### config.mk
export PLATFORM = sky130hd
export DESIGN_NAME = fetch_ctrl
export DESIGN_NICKNAME = d
export VERILOG_FILES = /design/src/rtl/fetch_ctrl_pkg.sv /design/src/rtl/fetch_buf.sv /design/src/rtl/fetch_ctrl.sv
export SDC_FILE = /design/constraint.sdc
export NUM_CORES = 1
export LEC_CHECK = 0
export ABC_AREA = 1
export ABC_CLOCK_PERIOD_IN_PS = 2300
export CAP_MARGIN = 25
export CORE_UTILIZATION = 40
export CTS_CLUSTER_DIAMETER = 80
export DETAILED_ROUTE_END_ITERATION = 12
export GPL_ROUTABILITY_DRIVEN = 0
export PLACE_DENSITY_LB_ADDON = 0.3
export SLEW_MARGIN = 25
export SYNTH_ARGS = -nofsm -noshare
export SYNTH_HDL_FRONTEND = slang
export SYNTH_SLANG_ARGS = --single-unit
### constraint.sdc
create_clock -name FETCH_CTRL_clk -period 2.3 [get_ports FETCH_CTRL_clk]
set_input_delay 0.46 -clock FETCH_CTRL_clk [delete_from_list [all_inputs] [get_ports FETCH_CTRL_clk]]
set_output_delay 0.46 -clock FETCH_CTRL_clk [all_outputs]
set_load 0.005 [all_outputs]
### src/rtl/fetch_ctrl_pkg.sv
// -----------------------------------------------------------------------------
// fetch_ctrl_pkg
// Shared definitions for the fetch path: address / instruction widths, the
// fetch FSM state encoding and a small PC helper. Also used by the
// instruction memory and decode stage.
// -----------------------------------------------------------------------------
package fetch_ctrl_pkg;

    localparam int ADDR_W  = 8;
    localparam int INSTR_W = 32;

    // Encoding is visible on the state output, so values are fixed.
    typedef enum logic [1:0] {
        ST_IDLE   = 2'd0,
        ST_RUN    = 2'd1,
        ST_DRAIN  = 2'd2,
        ST_HALTED = 2'd3
    } fetch_state_e;

    // Sequential word address, wrapping modulo 256.
    function automatic logic [ADDR_W-1:0] pc_inc(input logic [ADDR_W-1:0] pc);
        return pc + 8'd1;
    endfunction

endpackage

### src/rtl/fetch_buf.sv
// -----------------------------------------------------------------------------
// fetch_buf
// Two-entry tagged instruction FIFO. Slot 0 is always the head, so the head
// outputs come straight from registers and stay stable under back-pressure.
// Ports:
//   i_clk, i_rst            clock, synchronous active-high reset
//   i_flush                 drop all entries (enqueue is suppressed upstream)
//   i_enq, i_enq_instr/pc   write one tagged instruction
//   i_ready                 consumer accepts the head when it is valid
//   o_instr, o_pc, o_valid  head entry
//   o_deq                   head handshake happens this cycle
//   o_count                 number of valid entries (0..2)
// -----------------------------------------------------------------------------
module fetch_buf
    import fetch_ctrl_pkg::*;
(
    input  logic               i_clk,
    input  logic               i_rst,
    input  logic               i_flush,
    input  logic               i_enq,
    input  logic [INSTR_W-1:0] i_enq_instr,
    input  logic [ADDR_W-1:0]  i_enq_pc,
    input  logic               i_ready,
    output logic [INSTR_W-1:0] o_instr,
    output logic [ADDR_W-1:0]  o_pc,
    output logic               o_valid,
    output logic               o_deq,
    output logic [1:0]         o_count
);

    logic [INSTR_W-1:0] r_instr0;
    logic [INSTR_W-1:0] r_instr1;
    logic [ADDR_W-1:0]  r_pc0;
    logic [ADDR_W-1:0]  r_pc1;
    logic [1:0]         r_count;

    logic               w_deq;
    logic [1:0]         w_count_after_deq;

    assign w_deq             = (r_count != 2'd0) && i_ready;
    assign w_count_after_deq = r_count - {1'b0, w_deq};

    // Entry storage and occupancy; a new entry lands in the first free slot
    // left after this cycle's dequeue has shifted slot 1 down.
    always_ff @(posedge i_clk) begin
        if (i_rst) begin
            r_instr0 <= 32'h0000_0000;
            r_instr1 <= 32'h0000_0000;
            r_pc0    <= 8'h00;
            r_pc1    <= 8'h00;
            r_count  <= 2'd0;
        end else begin
            if (w_deq && (r_count == 2'd2)) begin
                r_instr0 <= r_instr1;
                r_pc0    <= r_pc1;
            end
            if (i_enq) begin
                if (w_count_after_deq == 2'd0) begin
                    r_instr0 <= i_enq_instr;
                    r_pc0    <= i_enq_pc;
                end else begin
                    r_instr1 <= i_enq_instr;
                    r_pc1    <= i_enq_pc;
                end
            end
            if (i_flush) begin
                r_count <= 2'd0;
            end else begin
                r_count <= w_count_after_deq + {1'b0, i_enq};
            end
        end
    end

    assign o_instr = r_instr0;
    assign o_pc    = r_pc0;
    assign o_valid = (r_count != 2'd0);
    assign o_deq   = w_deq;
    assign o_count = r_count;

endmodule

### src/rtl/fetch_ctrl.sv
// -----------------------------------------------------------------------------
// fetch_ctrl
// Instruction fetch controller: FSM, next-PC and issue logic in front of a
// memory that returns data the cycle after the address is presented. Returned
// words are tagged with their address and queued in a 2-entry FIFO.
// Ports:
//   FETCH_CTRL_clk / _rst           clock, synchronous active-high reset
//   FETCH_CTRL_start                leave IDLE/HALTED, enter RUN
//   FETCH_CTRL_halt_req             stop issuing and drain
//   FETCH_CTRL_redir_valid / _pc    redirect strobe and target
//   FETCH_CTRL_imem_pc              registered memory address
//   FETCH_CTRL_imem_instr           memory read data
//   FETCH_CTRL_instr / _instr_pc    head instruction and its address tag
//   FETCH_CTRL_instr_valid / _ready head handshake
//   FETCH_CTRL_state                IDLE=0 RUN=1 DRAIN=2 HALTED=3
// -----------------------------------------------------------------------------
module fetch_ctrl
    import fetch_ctrl_pkg::*;
#(
    parameter logic [ADDR_W-1:0] RESET_PC     = 8'h00,
    parameter bit                HALT_ON_WRAP = 1'b1
) (
    input  logic               FETCH_CTRL_clk,
    input  logic               FETCH_CTRL_rst,
    input  logic               FETCH_CTRL_start,
    input  logic               FETCH_CTRL_halt_req,
    input  logic               FETCH_CTRL_redir_valid,
    input  logic [ADDR_W-1:0]  FETCH_CTRL_redir_pc,
    output logic [ADDR_W-1:0]  FETCH_CTRL_imem_pc,
    input  logic [INSTR_W-1:0] FETCH_CTRL_imem_instr,
    output logic [INSTR_W-1:0] FETCH_CTRL_instr,
    output logic [ADDR_W-1:0]  FETCH_CTRL_instr_pc,
    output logic               FETCH_CTRL_instr_valid,
    input  logic               FETCH_CTRL_instr_ready,
    output logic [1:0]         FETCH_CTRL_state
);

    fetch_state_e      r_state;
    fetch_state_e      w_state_nxt;
    logic [ADDR_W-1:0] r_next_pc;
    logic [ADDR_W-1:0] w_next_pc_nxt;
    logic [ADDR_W-1:0] r_imem_pc;
    logic              r_inflight;   // data for tag r_imem_pc is on the bus now

    logic              w_redir;
    logic              w_issue;
    logic              w_enq;
    logic              w_deq;
    logic [1:0]        w_count;
    logic [2:0]        w_occ;

    // Redirects only matter while the fetch path is active.
    assign w_redir = FETCH_CTRL_redir_valid && ((r_state == ST_RUN) || (r_state == ST_DRAIN));

    // Occupancy counts the head leaving this cycle, so a steady stream keeps
    // one entry buffered plus one read in flight and still issues every cycle.
    assign w_occ   = {1'b0, w_count} + {2'b00, r_inflight} - {2'b00, w_deq};
    assign w_issue = (r_state == ST_RUN) && !FETCH_CTRL_halt_req && !w_redir && (w_occ < 3'd2);

    // A redirect squashes whatever is returning in the strobe cycle.
    assign w_enq   = r_inflight && !w_redir;

    // Next-state and next-PC selection.
    always_comb begin
        w_state_nxt   = r_state;
        w_next_pc_nxt = r_next_pc;
        case (r_state)
            ST_IDLE: begin
                if (FETCH_CTRL_start && !FETCH_CTRL_halt_req) begin
                    w_state_nxt   = ST_RUN;
                    w_next_pc_nxt = RESET_PC;
                end else begin
                    w_state_nxt   = ST_IDLE;
                end
            end
            ST_RUN: begin
                if (FETCH_CTRL_halt_req) begin
                    w_state_nxt = ST_DRAIN;
                end else if (w_issue && HALT_ON_WRAP && (r_next_pc == 8'hFF)) begin
                    w_state_nxt = ST_DRAIN;
                end else begin
                    w_state_nxt = ST_RUN;
                end
            end
            ST_DRAIN: begin
                if (!w_redir && (w_count == 2'd0) && !r_inflight) begin
                    w_state_nxt = ST_HALTED;
                end else begin
                    w_state_nxt = ST_DRAIN;
                end
            end
            ST_HALTED: begin
                if (FETCH_CTRL_start && !FETCH_CTRL_halt_req) begin
                    w_state_nxt = ST_RUN;
                end else begin
                    w_state_nxt = ST_HALTED;
                end
            end
            default: begin
                w_state_nxt = ST_IDLE;
            end
        endcase

        // Redirect and issue never coincide (issue is blocked by a redirect).
        if (w_redir) begin
            w_next_pc_nxt = FETCH_CTRL_redir_pc;
        end else if (w_issue) begin
            w_next_pc_nxt = pc_inc(r_next_pc);
        end else begin
            w_next_pc_nxt = w_next_pc_nxt;
        end
    end

    // State, PC and in-flight tracking registers.
    always_ff @(posedge FETCH_CTRL_clk) begin
        if (FETCH_CTRL_rst) begin
            r_state    <= ST_IDLE;
            r_next_pc  <= RESET_PC;
            r_imem_pc  <= RESET_PC;
            r_inflight <= 1'b0;
        end else begin
            r_state    <= w_state_nxt;
            r_next_pc  <= w_next_pc_nxt;
            if (w_issue) begin
                r_imem_pc <= r_next_pc;
            end
            r_inflight <= w_issue;
        end
    end

    fetch_buf u_buf (
        .i_clk       (FETCH_CTRL_clk),
        .i_rst       (FETCH_CTRL_rst),
        .i_flush     (w_redir),
        .i_enq       (w_enq),
        .i_enq_instr (FETCH_CTRL_imem_instr),
        .i_enq_pc    (r_imem_pc),
        .i_ready     (FETCH_CTRL_instr_ready),
        .o_instr     (FETCH_CTRL_instr),
        .o_pc        (FETCH_CTRL_instr_pc),
        .o_valid     (FETCH_CTRL_instr_valid),
        .o_deq       (w_deq),
        .o_count     (w_count)
    );

    assign FETCH_CTRL_imem_pc = r_imem_pc;
    assign FETCH_CTRL_state   = r_state;

endmodule

==> run_summary.xml <==
<?xml version="1.0" encoding="UTF-8"?>
<metrics>
  <group name="floorplan">
    <metric name="initial_core_util" unit="%">40.97</metric>
    <metric name="die_h" unit="um">104.4</metric>
    <metric name="die-area" unit="sq um">10890</metric>
    <metric name="dieWidth" unit="um">104.4</metric>
    <metric name="design.core.area" unit="sq um">10230</metric>
    <metric name="floorplan.io_pins" unit="">97</metric>
    <metric name="rows" unit="">37</metric>
  </group>
  <group name="setup_path">
    <metric name="crit_chain" unit="">inv_1 &gt; nand3_4 &gt; o21ai_2 &gt; nand2_1 &gt; fa_1 &gt; nand3_1 &gt; nor2_4 &gt; buf_4 &gt; nand2_1 &gt; o21ai_0 &gt; o21ai_0 &gt; inv_1</metric>
    <metric name="crit_path_max_fanout" unit="">7</metric>
    <metric name="cp_slowest_cell" unit="">fa_1</metric>
    <metric name="r2r_slack" unit="ns">0.28</metric>
    <metric name="crit_path_max_incr_delay" unit="ns">0.49</metric>
    <metric name="crit_family" unit="">simple AND/OR/NAND/NOR gates</metric>
    <metric name="required" unit="ns">2.60</metric>
    <metric name="worst_path_buffer_plus_inverter_count" unit="">3</metric>
    <metric name="end_kind" unit="">flop</metric>
    <metric name="worst_ep_arrival_time" unit="ns">2.32</metric>
    <metric name="setup.worst_path.start_class" unit="">flop</metric>
    <metric name="setup.worst_path.class" unit="">reg -&gt; reg</metric>
  </group>
  <group name="logic_synthesis">
    <metric name="post_synth_edffs" unit="">0</metric>
    <metric name="syn-instance-count" unit="">557</metric>
    <metric name="ys_types" unit="">30</metric>
    <metric name="synth_nets" unit="">611</metric>
    <metric name="mappedNetlistArea" unit="sq um">4192</metric>
    <metric name="synth_seq_cells" unit="">101</metric>
    <metric name="synth_warnings" unit="">0</metric>
    <metric name="synthArstFlopShare" unit="%">0</metric>
    <metric name="ys.flop_type" unit="">dfxtp_1</metric>
    <metric name="ys_seq_area_share" unit="%">48.24</metric>
    <metric name="mean_area_per_synthesized_cell" unit="sq um">7.525</metric>
  </group>
  <group name="grt">
    <metric name="grt_max_degree" unit="">76</metric>
    <metric name="grt_pass1_vias" unit="">3591</metric>
    <metric name="grtUsageTotal" unit="%">18.06</metric>
    <metric name="wire_length_of_the_first_global_routing_pass" unit="um">16270</metric>
    <metric name="antenna_found_initial" unit="">0</metric>
    <metric name="globalRoute.totalOverflow" unit="">0</metric>
  </group>
  <group name="power">
    <metric name="fin_total_pwr" unit="uW">3175</metric>
    <metric name="switching_share" unit="%">23.15</metric>
    <metric name="power.density" unit="nW/um^2">565.5</metric>
    <metric name="fraction_of_power_consumed_by_sequential_logic" unit="%">56.5</metric>
    <metric name="combPwrFrac" unit="%">8.6</metric>
    <metric name="irDropWorstVdd" unit="V">0.0002741</metric>
    <metric name="netsw" unit="uW">734.9</metric>
    <metric name="internal-power" unit="uW">2440</metric>
    <metric name="p_leak" unit="uW">0.002167</metric>
    <metric name="power.share.clock" unit="%">34.9</metric>
  </group>
  <group name="clock_tree">
    <metric name="clkLatencyLatePin" unit="ns">0.35</metric>
    <metric name="cts.sink_count" unit="">101</metric>
    <metric name="cts_hold_buf" unit="">0</metric>
    <metric name="cts-htree-levels" unit="">3</metric>
    <metric name="cts-buffers-inserted" unit="">9</metric>
    <metric name="clock_tree.buffer_depth" unit="">2</metric>
    <metric name="path_clk_slew" unit="ns">0.09</metric>
    <metric name="tritoncts" unit="">built</metric>
    <metric name="cts.root.buffer_cell" unit="">clkbuf_8</metric>
  </group>
  <group name="layout">
    <metric name="final_core_utilization" unit="%">54.87</metric>
    <metric name="fin_nets" unit="">707</metric>
    <metric name="finish.instance_area" unit="sq um">5614</metric>
    <metric name="n_antenna_cell" unit="">0</metric>
    <metric name="ratio_of_cells_with_drive_above_1_in_the_final_layout" unit="%">7.903</metric>
    <metric name="area_grow_syn2layout" unit="%">33.94</metric>
  </group>
  <group name="routing">
    <metric name="drt_iter0_markers" unit="">139</metric>
    <metric name="antenna_violating_nets_post_route" unit="">0</metric>
    <metric name="drcViolationCount" unit="">0</metric>
    <metric name="drt-pass1-iter-count" unit="">4</metric>
    <metric name="num_vias" unit="">3932</metric>
    <metric name="avgViaCountPerCell" unit="">4.952</metric>
    <metric name="wl_per_cell" unit="um">12.37</metric>
    <metric name="postRouteWirelength" unit="um">9822</metric>
  </group>
  <group name="timing">
    <metric name="timing.hold.ws" unit="ns">0.4619</metric>
    <metric name="final.setup_skew" unit="ns">0.01418</metric>
    <metric name="maxSlewHeadroom" unit="%">72.40</metric>
    <metric name="max_freq" unit="MHz">495.5</metric>
    <metric name="finalCritPeriodShare" unit="%">87.75</metric>
    <metric name="timing_worst_slew_pin_value" unit="ns">0.4140</metric>
    <metric name="report.final.setup_viol" unit="">0</metric>
    <metric name="final.min_clock_period" unit="ns">2.018</metric>
    <metric name="hold_violations" unit="">0</metric>
    <metric name="setup_tns" unit="ns">0</metric>
    <metric name="maxSlewViolCount" unit="">0</metric>
    <metric name="grt_setup_unrepaired" unit="">no</metric>
  </group>
  <group name="place">
    <metric name="numPortBuffers" unit="">96</metric>
    <metric name="detailed_place.area" unit="sq um">5405</metric>
    <metric name="detailed_place_hpwl" unit="um">6893</metric>
  </group>
  <group name="job">
    <metric name="maxCapViolCount" unit="">0</metric>
  </group>
  <group name="run_status">
    <metric name="status" unit="">completed</metric>
  </group>
  <group name="hold_path">
    <metric name="worst_hold_path_type" unit="">reg -&gt; reg</metric>
  </group>
</metrics>
repair_timing:
action                                  4_1_cts  5_1_grt
resized for setup                             0        1
buffers inserted                              0        2
endpoints found under the hold margin         0        0
endpoints found under the setup margin        0       13
worst min-delay path: cells and delay by family, from the launching register on:
| family | cells | cell delay [ns] |
|---|---|---|
| flops | 1 | 0.31 |
| buf+inv | 1 | 0.06 |
| compound gates | 1 | 0.06 |
layer usage:
metal  GRT usage, %  vias to the layer above  part of all wire [%]
li1               -                     2030                     -
met1          22.09                     1802                    46
met2          31.88                       92                    48
met3          3.008                        8                   4.1
met4          6.122                        0                   1.0
met5              0                        -                     0
layout make-up:
| cell class | count | area, sq um |
|---|---|---|
| Clock buffer | 11 | 131.4 |
| Timing Repair Buffer | 121 | 1226 |
| Multi-Input combinational cell | 394 | 1907 |
| Fill cell | 964 | 4617 |
| Sequential cell | 101 | 2022 |
| Clock inverter | 5 | 60.06 |
| Inverter | 26 | 97.59 |
| Tap cell | 136 | 170.2 |
cells in the final DEF, fill, tap and decap left out, types with 9 or more instances in the layout:
cell	netlist	layout
clkdlybuf4s50_1	0	95
inv_1	22	21
nand3_1	17	17
buf_4	1	19
dfxtp_1	101	101
o21ai_0	84	84
nand2_1	112	112
a31oi_1	32	32
o211a_1	9	9
a21oi_1	14	14
clkbuf_8	0	9
nor2_1	101	101
synth_stat cells (2+ instances only):
library cell / instances / share of area [%]
o211a_1: 9 / 2.1
nor2_2: 3 / 0.45
buf_6: 2 / 0.54
nand2_2: 2 / 0.30
a22oi_1: 2 / 0.36
nand2_1: 112 / 10
nand3_1: 17 / 2.0
dfxtp_1: 101 / 48
xor2_1: 2 / 0.42
a21oi_1: 14 / 1.7
inv_1: 22 / 2.0
clkbuf_1: 22 / 2.0
ha_1: 7 / 2.1
buf_2: 8 / 0.96
a31oi_1: 32 / 4.8
o21ai_0: 84 / 10
buf_1: 2 / 0.18
nor2_1: 101 / 9.0
inv_2: 4 / 0.36
power by group through the flow:
stage	combinational (uW)	clock (uW)	sequential [uW]
finish	272	1110	1790
global route	298	1210	1800
CTS	272	1130	1790
detailed placement	271	0	1840
global placement	266	0	1830
floorplan	105	0	1830
kinds of logic (layout without fill, tap and decap cells):
group                      count (synthesis)  count (layout)  synth area share, %
and+or+nand+nor                          239             239                22.81
xor gates and xnor gates                   3               3               0.6270
AOI/OAI and AO/OA                        144             144                19.49
DFF                                      101             101                48.24
buffers and inverters                     62             163                6.269
adders and majority gates                  8               8                2.567
through the flow:
stage	cells	setup WS (ns)
floorplan	557	0.1241
global placement	776	-0.2917
detailed placement	776	-0.3447
CTS	792	0.02241
global route	794	0.1010
finish	794	0.2818
path summary, 6_finish.rpt:
kind                                        from             end  cells after the start
worst min-delay path              u_buf.r_pc1[4]  u_buf.r_pc1[4]                      2
worst max register to register  u_buf.o_count[0]    r_next_pc[5]                     12
worst min register to register    u_buf.r_pc1[4]  u_buf.r_pc1[4]                      2
worst max-delay path            u_buf.o_count[0]    r_next_pc[5]                     12
sequential cells by signal, indices dropped and copies added, names as in the netlist:
signal,cells
FETCH_CTRL_state,2
u_buf.r_instr1,32
u_buf.r_pc1,8
u_buf.o_pc,8
r_next_pc,8
r_inflight,1
FETCH_CTRL_imem_pc,8
u_buf.o_count,2
u_buf.o_instr,32
No activity file was read; power rests on OpenSTA's default activity.
==> RTL edit 1: new RTL, config.mk and constraints unchanged <==
Set the package constant `INSTR_W` to 48 (it was 32).
--- a/src/rtl/fetch_ctrl_pkg.sv
+++ b/src/rtl/fetch_ctrl_pkg.sv
@@ -9,3 +9,3 @@
     localparam int ADDR_W  = 8;
-    localparam int INSTR_W = 32;
+    localparam int INSTR_W = 48;
 
Interface: changed (resized FETCH_CTRL_imem_instr and FETCH_CTRL_instr); port bits go from 97 to 129. No check against the original RTL was run, so the function may have changed too.
==> RTL edit 1 against the unedited design <==
Worst setup slack worse by 100 ps; via count is 34% higher; core utilization increased by 1.3 points; clock skew is 5.3 ps lower; design area grew 34%; sequential cell count increased by 32; power up 64%; die area is 31% higher; combinational power grew 31%; synthesized area increased by 31%; routed wire length rose by 44%; highest routed layer unchanged.
==> RTL edit 1: results <==
set metrics [dict create \
    nFlopsAndLatches 133 \
    critPathMaxFanout 5 \
    grt_max_degree 65 \
    seq_area_share_pct 35.5 \
    post-dp-hpwl_mm 8.88 \
    seq_area_frac_synth_pct 48.4 \
    grt_pass1_vias 5037 \
    num-fill-cells 1218 \
    p_leak_nw 2.98 \
    final-nonclk-buf-share_pct 20.4 \
    status "finished, final reports clean" \
    clock_path_buffers 2 \
    cts_max_level 4 \
    cts-root-buf "clkbuf_16" \
    avgSynthCellArea_um2 7.70 \
    wirelength_mm 14.1 \
    drt_iter0_drc 574 \
    synthTopCellsByArea "dfxtp_1 (48%), nand2_1 (10%), nor2_1 (9.2%)" \
    multi_input_gates 507 \
    place_area_mm2 0.00696 \
    synth_commonest_cells "nand2_1 (147), nor2_1 (135), dfxtp_1 (133)" \
    p_int_w 0.00410 \
    slowest_stage "clkdlybuf4s50_1" \
    cts_buffers 17 \
    n_all_buffers 147 \
    dp_cells 987 \
    dieArea_mm2 0.0142 \
    insertion_delay_ps 410 \
    grt_first_pass_wirelength_mm 23.7 \
    ir_drop_v 0.000435 \
    fin_nets 900 \
    nClkBuffers 26 \
    wl_per_cell_um 13.9 \
    clk_share_pct 7.15 \
    maxCapViolCount 0 \
    fin_worst_skew_ps 8.92 \
    layout-drive-gt1-share_pct 6.78 \
    numPortBuffers 128 \
    ys_types 32 \
    tightest_slew_ps 668 \
    p_seq_share_pct 45.5 \
    inverters 24 \
    clkTransAtPathRegs_ps 50 \
    cts_resized 0 \
    design_area_mm2 0.00750 \
    dr.pass1.iters 5 \
    arrival_ps 2470 \
    diodes 0 \
    avgViaCountPerCell 5.17 \
    multi_input_comb_area_mm2 0.00246 \
    pg_clk_w 0.00248 \
    synth_fp_nets 785 \
    dp_slack_ps -296 \
    path_delay_family "buffers and inverters" \
    cts_setup_buffers 0 \
    track_usage_pct 20.9 \
    min_path_type "flip-flop to flip-flop" \
    clkPwrFrac_pct 47.7 \
]
==> RTL edit 1: cell count changes in the layout (fill, tap and decap cells not counted), moves of 6 or more <==
cell,before,now
nand2_1,112,147
o21ai_1,1,34
nand3_1,17,30
dfxtp_1,101,133
o21ai_0,84,68
buf_4,19,10
clkbuf_16,0,17
clkbuf_8,9,3
clkdlybuf4s50_1,95,128
nor2_1,101,134
o211a_1,9,22
==> RTL edit 1: kinds of logic after synthesis <==
kind of cell    after synthesis  synth area share (%)
xor+xnor                      3                 0.477
buf+inv                      75                  7.13
simple gates                319                  23.0
compound gates              177                  19.1
fa+ha+maj                     8                  1.95
flops                       133                  48.4
==> RTL edit 1: final timing paths <==
path | slack, ps | startpoint | cells after the start | to
setup / recovery | 180 | FETCH_CTRL_instr_ready | 13 | r_next_pc[4]$_SDFFE_PP0P_
hold / removal | 440 | u_buf.r_pc1[4]$_SDFFE_PP0P_ | 2 | u_buf.r_pc1[4]$_SDFFE_PP0P_
setup reg to reg | 270 | u_buf.o_count[1]$_SDFF_PP0_ | 12 | r_next_pc[4]$_SDFFE_PP0P_
hold reg to reg | 440 | u_buf.r_pc1[4]$_SDFFE_PP0P_ | 2 | u_buf.r_pc1[4]$_SDFFE_PP0P_
==> RTL edit 1: layer usage <==
layer | GRT usage [%] | wire (µm) | part of all wire (%) | vias up
met5 | 0 | 0 | 0 | -
li1 | - | - | - | 2603
met2 | 32.5 | 6450 | 46 | 201
met1 | 26.6 | 6400 | 45 | 2428
met4 | 9.06 | 333 | 2.4 | 0
met3 | 6.61 | 940 | 6.7 | 28
==> RTL edit 1: worst reg2reg max path, delay by kind of cell (launching register included) <==
kind	cells	cell delay [ps]
AO/OA/AOI/OAI	2	220
adder cells (fa/ha/maj)	1	380
buffers and inverters	2	240
flip-flops	1	450
AND/OR/NAND/NOR	7	680
==> RTL edit 2: new RTL, config.mk and constraints unchanged <==
Made on the original files. Reset style: asynchronous (`FETCH_CTRL_rst` and `i_rst`), changed in 2 clocked blocks. Comments in the files are not updated.
--- a/src/rtl/fetch_buf.sv
+++ b/src/rtl/fetch_buf.sv
@@ -44,3 +44,3 @@
     // left after this cycle's dequeue has shifted slot 1 down.
-    always_ff @(posedge i_clk) begin
+    always_ff @(posedge i_clk or posedge i_rst) begin
         if (i_rst) begin
--- a/src/rtl/fetch_ctrl.sv
+++ b/src/rtl/fetch_ctrl.sv
@@ -114,3 +114,3 @@
     // State, PC and in-flight tracking registers.
-    always_ff @(posedge FETCH_CTRL_clk) begin
+    always_ff @(posedge FETCH_CTRL_clk or posedge FETCH_CTRL_rst) begin
         if (FETCH_CTRL_rst) begin
Formal check against the unedited RTL: differs if FETCH_CTRL_rst is asserted again (counterexample within 4 cycles, from zero or initial values and one cycle with FETCH_CTRL_rst high); with FETCH_CTRL_rst held inactive, the same outputs for 4 cycles.
==> RTL edit 2 against the unedited design <==
First-iteration DRC count increased by 25%; design area increased by 7.3%; worst setup slack improved by 24 ps; via count decreased by 8.1%; synthesized area increased by 9.0%; sequential cell count unchanged; critical path type unchanged; clock skew decreased by 8.3 ps; routed wire length increased by 7.8%.
Power is not compared: it rests on default switching activity, and its combinational part moved more than twofold at a synthesized area within 25%.
==> RTL edit 2: results <==
set metrics [dict create \
    worstSetupEndpoint "FETCH_CTRL_state[1]$_DFF_PP0_" \
    synthArstFlopShare_pct 100 \
    ys_types 32 \
    status "finished, final reports clean" \
    synth_fp_nets 529 \
    dp_cells 699 \
    wl_met2_mm 4.99 \
    dr_wl_met3_um 502 \
    cts_max_level 3 \
    dr.pass1.iters 4 \
    r2r_start "u_buf.o_count[0]$_DFF_PP0_" \
    track_usage_pct 19.0 \
    vias 3612 \
    drt_iter0_drc 174 \
    arrival_ps 2260 \
    fin_worst_skew_ps 5.90 \
    seq_area_frac_synth_pct 55.3 \
    use_met3_pct 4.24 \
    fin_nets 623 \
    use_met1_pct 25.1 \
    post-dp-hpwl_mm 6.79 \
    wl_per_cell_um 14.8 \
    synth_commonest_cells "nand2_1 (119), dfrtp_1 (101), nor2_1 (47)" \
    synthFlopType "dfrtp_1" \
    cts_buffers 9 \
    grt_first_pass_wirelength_mm 17.5 \
    critPathMaxFanout 6 \
    reg2reg_slack_ps 310 \
    grt_max_degree 102 \
    clkTransAtPathRegs_ps 70 \
    worst-setup-path-type "flip-flop to flip-flop" \
    top_layer "met4" \
    grtUsageMet2_pct 30.8 \
    avgViaCountPerCell 5.05 \
    synthTopCellsByArea "dfrtp_1 (55%), nand2_1 (9.8%), mux2_4 (6.9%)" \
    grt_pass1_vias 3684 \
    cts-root-buf "clkbuf_16" \
    avgSynthCellArea_um2 9.60 \
    layout-drive-gt1-share_pct 11.1 \
    min_from "u_buf.r_pc1[1]$_DFFE_PP0P_" \
    worst-r2r-cell-count 10 \
    insertion_delay_ps 340 \
    tightest_slew_ps 534 \
    path_delay_family "simple AND/OR/NAND/NOR gates" \
    routedLengthMet1_mm 4.97 \
]
RTL edit 2: kinds of logic after synthesis:
family / synth area share (%)
fa+ha+maj: 2.08
mux: 6.90
xor+xnor: 0.383
compound gates: 11.6
flops: 55.3
simple gates: 17.0
buf+inv: 6.68
RTL edit 2: how the worst min path moves through the flow:
stage,end,slack [ps],cells past startpoint
after floorplan,u_buf.r_instr1[0]$_DFFE_PP0P_,450,2
after global placement,u_buf.r_pc1[7]$_DFFE_PP0P_,470,2
after detailed placement,u_buf.r_pc1[1]$_DFFE_PP0P_,470,2
after CTS,u_buf.r_pc1[1]$_DFFE_PP0P_,490,2
after global routing,u_buf.r_instr1[18]$_DFFE_PP0P_,510,2
final,u_buf.r_pc1[1]$_DFFE_PP0P_,490,2
RTL edit 2: cell type report:
| class | count | area [µm²] |
|---|---|---|
| multi-input combinational | 310 | 1740 |
| fill | 996 | 4960 |
| timing repair buffer | 109 | 1100 |
| inverter | 39 | 150 |
| sequential | 101 | 2530 |
| clock inverter | 3 | 67.6 |
| clock buffer | 13 | 260 |
| tap | 140 | 175 |
RTL edit 2: through the flow:
stage	util, %	hold slack, ps	cell area, µm²	worst slack [ps]	TNS [ps]
4_1_cts	54.8	491	6010	122	0
3_5_place_dp	51.8	474	5690	-221	-3330
5_1_grt	54.9	514	6020	92.8	0
3_3_place_gp	51.8	467	5690	-183	-2430
2_1_floorplan	-	453	4570	153	0
6_report	54.9	489	6020	306	0
RTL edit 2: power breakdown:
| group | switching (W) | internal, W | total, W |
|---|---|---|---|
| sequential | 0.000523 | 0.00261 | 0.00313 |
| clock | 0.000642 | 0.00101 | 0.00166 |
| combinational | 0.000936 | 0.00150 | 0.00244 |
